==> config.mk <==
export PLATFORM = sky130hd
export DESIGN_NAME = mips_prog_loader
export DESIGN_NICKNAME = d
export VERILOG_FILES = /design/src/rtl/mips_prog_loader.sv
export SDC_FILE = /design/constraint.sdc
export NUM_CORES = 1
export LEC_CHECK = 0
export ABC_AREA = 1
export CAP_MARGIN = 0
export CELL_PAD_IN_SITES_DETAIL_PLACEMENT = 0
export CELL_PAD_IN_SITES_GLOBAL_PLACEMENT = 2
export CORE_UTILIZATION = 35
export CTS_CLUSTER_SIZE = 20
export DETAILED_ROUTE_END_ITERATION = 12
export GPL_ROUTABILITY_DRIVEN = 0
export PLACE_DENSITY_LB_ADDON = 0.08
export SETUP_SLACK_MARGIN = 0.2
export SYNTH_ARGS = -nofsm -noshare
export SYNTH_HDL_FRONTEND = slang
export SYNTH_SLANG_ARGS = --single-unit
==> constraint.sdc <==
create_clock -name clk1 -period 4.89 [get_ports clk1]
set_input_delay 0.978 -clock clk1 [delete_from_list [all_inputs] [get_ports clk1]]
set_output_delay 0.978 -clock clk1 [all_outputs]
set_load 0.01 [all_outputs]
==> src/rtl/mips_prog_loader.sv <==
// mips_prog_loader: framed big-endian byte-stream boot loader for the MIPS core's instruction memory.
// Define MIPS_LOADER_CHECKSUM_EN to require a trailing byte that zeroes the mod-256 payload sum.
module mips_prog_loader #(
   parameter int ADDR_W    = 10,
   parameter int BASE_ADDR = 0
) (
   input  logic              clk1,
   input  logic              rst_n,
   input  logic              start,
   input  logic              in_valid,
   input  logic [7:0]        in_data,
   output logic              in_ready,
   output logic              mem_we,
   output logic [ADDR_W-1:0] mem_addr,
   output logic [31:0]       mem_wdata,
   output logic              cpu_hold,
   output logic              done,
   output logic              err,
   output logic [ADDR_W:0]   words_loaded
);
   typedef enum logic [2:0] {HDR_HI, HDR_LO, DATA, CHK, FLUSH, DONE, ERR} state_t;
`ifdef MIPS_LOADER_CHECKSUM_EN
   localparam bit CHK_EN = 1'b1;
`else
   localparam bit CHK_EN = 1'b0;
`endif
   localparam state_t AFTER_DATA = CHK_EN ? CHK : FLUSH;
   localparam logic [32:0] LIMIT = 33'd1 << ADDR_W;
   state_t state;
   logic [15:0] n;
   logic [23:0] shreg;
   logic [1:0] byte_cnt;
`ifdef MIPS_LOADER_CHECKSUM_EN
   logic [7:0] sum;
`endif
   logic take, last_word;
   logic [15:0] hdr_n;
   logic [32:0] hdr_end;
   assign take = in_valid && in_ready;
   assign hdr_n = {n[15:8], in_data};
   assign hdr_end = 33'(BASE_ADDR) + 33'(hdr_n);
   assign last_word = (17'(words_loaded) + 17'd1) == {1'b0, n};
   always_ff @(posedge clk1 or negedge rst_n) begin
      if (!rst_n) begin
         state <= HDR_HI;
         in_ready <= 1'b1;
         cpu_hold <= 1'b1;
         mem_we <= 1'b0;
         mem_addr <= '0;
         mem_wdata <= '0;
         done <= 1'b0;
         err <= 1'b0;
         words_loaded <= '0;
         n <= '0;
         shreg <= '0;
         byte_cnt <= '0;
`ifdef MIPS_LOADER_CHECKSUM_EN
         sum <= '0;
`endif
      end else begin
         mem_we <= 1'b0;
         case (state)
            HDR_HI: if (take) begin
               n[15:8] <= in_data;
               state <= HDR_LO;
            end
            HDR_LO: if (take) begin
               n[7:0] <= in_data;
               if (hdr_n == 16'd0) begin
                  state <= AFTER_DATA;
                  in_ready <= CHK_EN;
               end else if (hdr_end > LIMIT) begin
                  state <= ERR;
                  in_ready <= 1'b0;
                  err <= 1'b1;
               end else
                  state <= DATA;
            end
            DATA: if (take) begin
               shreg <= {shreg[15:0], in_data};
               byte_cnt <= byte_cnt + 2'd1;
`ifdef MIPS_LOADER_CHECKSUM_EN
               sum <= sum + in_data;
`endif
               if (byte_cnt == 2'd3) begin
                  mem_we <= 1'b1;
                  mem_addr <= ADDR_W'(BASE_ADDR) + words_loaded[ADDR_W-1:0];
                  mem_wdata <= {shreg, in_data};
                  words_loaded <= words_loaded + (ADDR_W+1)'(1);
                  if (last_word) begin
                     state <= AFTER_DATA;
                     in_ready <= CHK_EN;
                  end
               end
            end
`ifdef MIPS_LOADER_CHECKSUM_EN
            CHK: if (take) begin
               in_ready <= 1'b0;
               if (sum + in_data == 8'd0)
                  state <= FLUSH;
               else begin
                  state <= ERR;
                  err <= 1'b1;
               end
            end
`endif
            // FLUSH lets the final write strobe retire before the core is released
            FLUSH: begin
               state <= DONE;
               done <= 1'b1;
               cpu_hold <= 1'b0;
            end
            DONE, ERR: if (start) begin
               state <= HDR_HI;
               in_ready <= 1'b1;
               cpu_hold <= 1'b1;
               done <= 1'b0;
               err <= 1'b0;
               words_loaded <= '0;
               byte_cnt <= '0;
`ifdef MIPS_LOADER_CHECKSUM_EN
               sum <= '0;
`endif
            end
            default: state <= ERR;
         endcase
      end
   end
endmodule

==> results.ini <==
[detailed_routing]
drt_iter0_markers=183
wl_met3_um=401
wl_per_cell_um=14.0
wirelength_mm=10.9
met2_length_mm=4.66
routed.top_layer=met4
vias_per_cell=4.66
remaining_drc_errors=0
drtPass1Iterations=4
drt.antenna.violating_nets=0
vias=3613
wl_met1_mm=5.61

[clocking]
clkLatencyLatePin_ns=0.35
cts_resized=0
clock_sinks=103
cts_hold_buf=0
cts_tree=yes
cts.clk_slew.worst_paths_ns=0.07
clockRootBuffer=clkbuf_16
htree_levels=3
postCtsSetupRepairBufs=0
clk_path_buf_depth=2
numCtsBuffers=9

[setup_path]
crit_buf_inv=3
path_cells=clkdlybuf4s50_1 > nand2_1 > nor2_8 > inv_4 > nor2_8 > inv_4 > nor2_1 > o21bai_1
slowest_delay_ns=0.45
endpoint_kind=flip-flop
crit_slowest_cell=clkdlybuf4s50_1
startpoint_type=input pin
required_ns=5.16
critPathTopFamily=simple AND/OR/NAND/NOR gates
critical_path_peak_fanout=82
arrival_ns=3.14
crit_type=in2reg

[timing]
skew_ns=0.00523
max_slew_margin_pct=23.1
rsz0062_at_grt=no
fin_crit_ns=2.87
drv_slew=0
setup_viol=0
hold_viol_final=0
max_freq_ghz=0.349
tightest_slew_ns=1.15
setup_slack_ns=2.02
fin_crit_sh_pct=58.6
setup_tns_ns=0

[synth]
syn_inst=534
synth.distinct_cells=36
syn-num-nets=548
synth-seq-cells=103
ys_seq_area_share_pct=55.5
ys_warn_count=0
netlist_area_mm2=0.00465
avgSynthCellArea_um2=8.71

[floorplanning]
die_w_um=117
num_rows=41
ios=70
initial_core_util_pct=36.4
die_area_mm2=0.0138
die_h_um=117
design.core.area_mm2=0.0128

[grt]
grt_start_max_net_pins=83
grt_overflow=0
antenna_found_initial=0
grt_pass1_vias=3379
track_usage_pct=17.3
grt_pass1_wl_mm=17.7

[placed_design]
io_buffers=69
hpwl_mm=7.91
detailed_place.area_mm2=0.00546
pre_cts_slack_ns=1.63

[pwr]
p_per_area_mw_per_mm2=498
irDropWorstVdd_uv=188
finalPower_mw=2.86
p_leak_nw=2.71

[layout]
final_area_mm2=0.00574
num_antenna_cells=0
multiInputGateArea_mm2=0.00172
nNetsFinal=613
final_layout_size_suffix_gt1_share_pct=7.62
fillers=1300
ff_latch_area_mm2=0.00258
syn_to_final_growth_pct=23.5

[job]
cap_violations=0

[run_status]
outcome=finished clean

[min_path]
hp-class=reg2reg

-- area by class of cell --
type                            instances  area share (%)
Clock buffer                           11            4.23
Sequential cell                       103            44.9
Inverter                               64            4.27
Clock inverter                          5           0.719
Tap cell                              172            3.75
Timing Repair Buffer                   70            12.1
Multi-Input combinational cell        351            30.0
-- worst register-to-register path: stages, from the launching register on --
cell	delay, ns
dfrtp_1	0.40
inv_1	0.07
or2_4	0.24
nor2_4	0.13
inv_2	0.09
nor2_8	0.33
inv_4	0.17
nor2_8	0.23
inv_4	0.31
nor2_1	0.26
o21bai_1	0.13
-- layer usage --
metal | up-vias | GRT usage, %
met5 | - | 0
met4 | 0 | 7.09
met3 | 13 | 3.55
met2 | 73 | 25.5
met1 | 1677 | 24.9
li1 | 1850 | -
-- path summary, 6_finish.rpt --
| check | from | to | slack [ns] | cells past startpoint |
|---|---|---|---|---|
| setup / recovery | in_valid | words_loaded[0] | 2.02 | 8 |
| hold reg to reg | in_ready | in_ready | 0.47 | 2 |
| max in group asynchronous | rst_n | words_loaded[8] | 3.22 | 2 |
| min in group asynchronous | rst_n | mem_wdata[30] | 0.77 | 1 |
| setup reg to reg | state[1] | words_loaded[0] | 2.44 | 10 |
| hold / removal | in_ready | in_ready | 0.47 | 2 |
-- power by group --
part	internal, mW	switching [mW]	leakage (nW)
registers	1.08	0.187	1.35
logic	0.363	0.544	1.23
clock network	0.365	0.319	0.138
-- kinds of logic (layout without fill, tap and decap cells) --
family	after synthesis	count (layout)	synth area share [%]
simple gates	247	247	23.7
flops	103	103	55.5
xor+xnor	2	2	0.673
buf+inv	80	150	7.51
compound gates	100	100	12.1
fa+ha+maj	2	2	0.538
-- Yosys cell counts (all sizes together) --
| library cell | count | area (um2) |
|---|---|---|
| xnor3 | 1 | 22.5 |
| a211oi | 1 | 7.51 |
| dfrtp | 101 | 2530 |
| a31oi | 1 | 6.26 |
| buf | 11 | 85.1 |
| nor4 | 1 | 6.26 |
| o21bai | 2 | 26.3 |
| nand4 | 8 | 50.1 |
| nand2 | 176 | 678 |
| xor2 | 1 | 8.76 |
| nor2 | 30 | 183 |
| dfstp | 2 | 52.6 |
| a22o | 1 | 8.76 |
| ha | 2 | 25.0 |
| inv | 64 | 245 |
| o21ai | 83 | 415 |
| nand3 | 25 | 135 |
| nor3 | 2 | 10.0 |
| clkbuf | 5 | 18.8 |
| nand3b | 4 | 30.0 |
| o22ai | 7 | 75.1 |
| or2 | 1 | 8.76 |
| a21oi | 5 | 25.0 |
-- flip-flops by register name, summed over array words and instances, names as in the netlist, 2 cells and up --
register,count
state,3
n,16
words_loaded,11
shreg,24
mem_wdata,32
byte_cnt,2
mem_addr,10
-- metrics by stage --
step                util [%]  hold slack (ns)  std cells
floorplan                  -            0.449        534
global placement        42.7            0.455        760
detailed placement      42.7            0.465        760
CTS                     45.0            0.479        776
global route            45.0            0.499        776
finish                  45.0            0.473        776
-- layout by cell type (no fill, tap or decap), types with 3 or more instances in the layout --
cell type / n
a21oi_1: 5
clkbuf_16: 9
clkdlybuf4s50_1: 68
dfrtp_1: 101
inv_1: 60
nand2_1: 171
nand2_2: 4
nand3_1: 23
nand3b_1: 4
nand4_1: 8
nor2_1: 21
nor2_2: 3
nor2_4: 4
o21ai_0: 48
o21ai_1: 35
o22ai_2: 5
No activity file was read; power rests on OpenSTA's default activity.
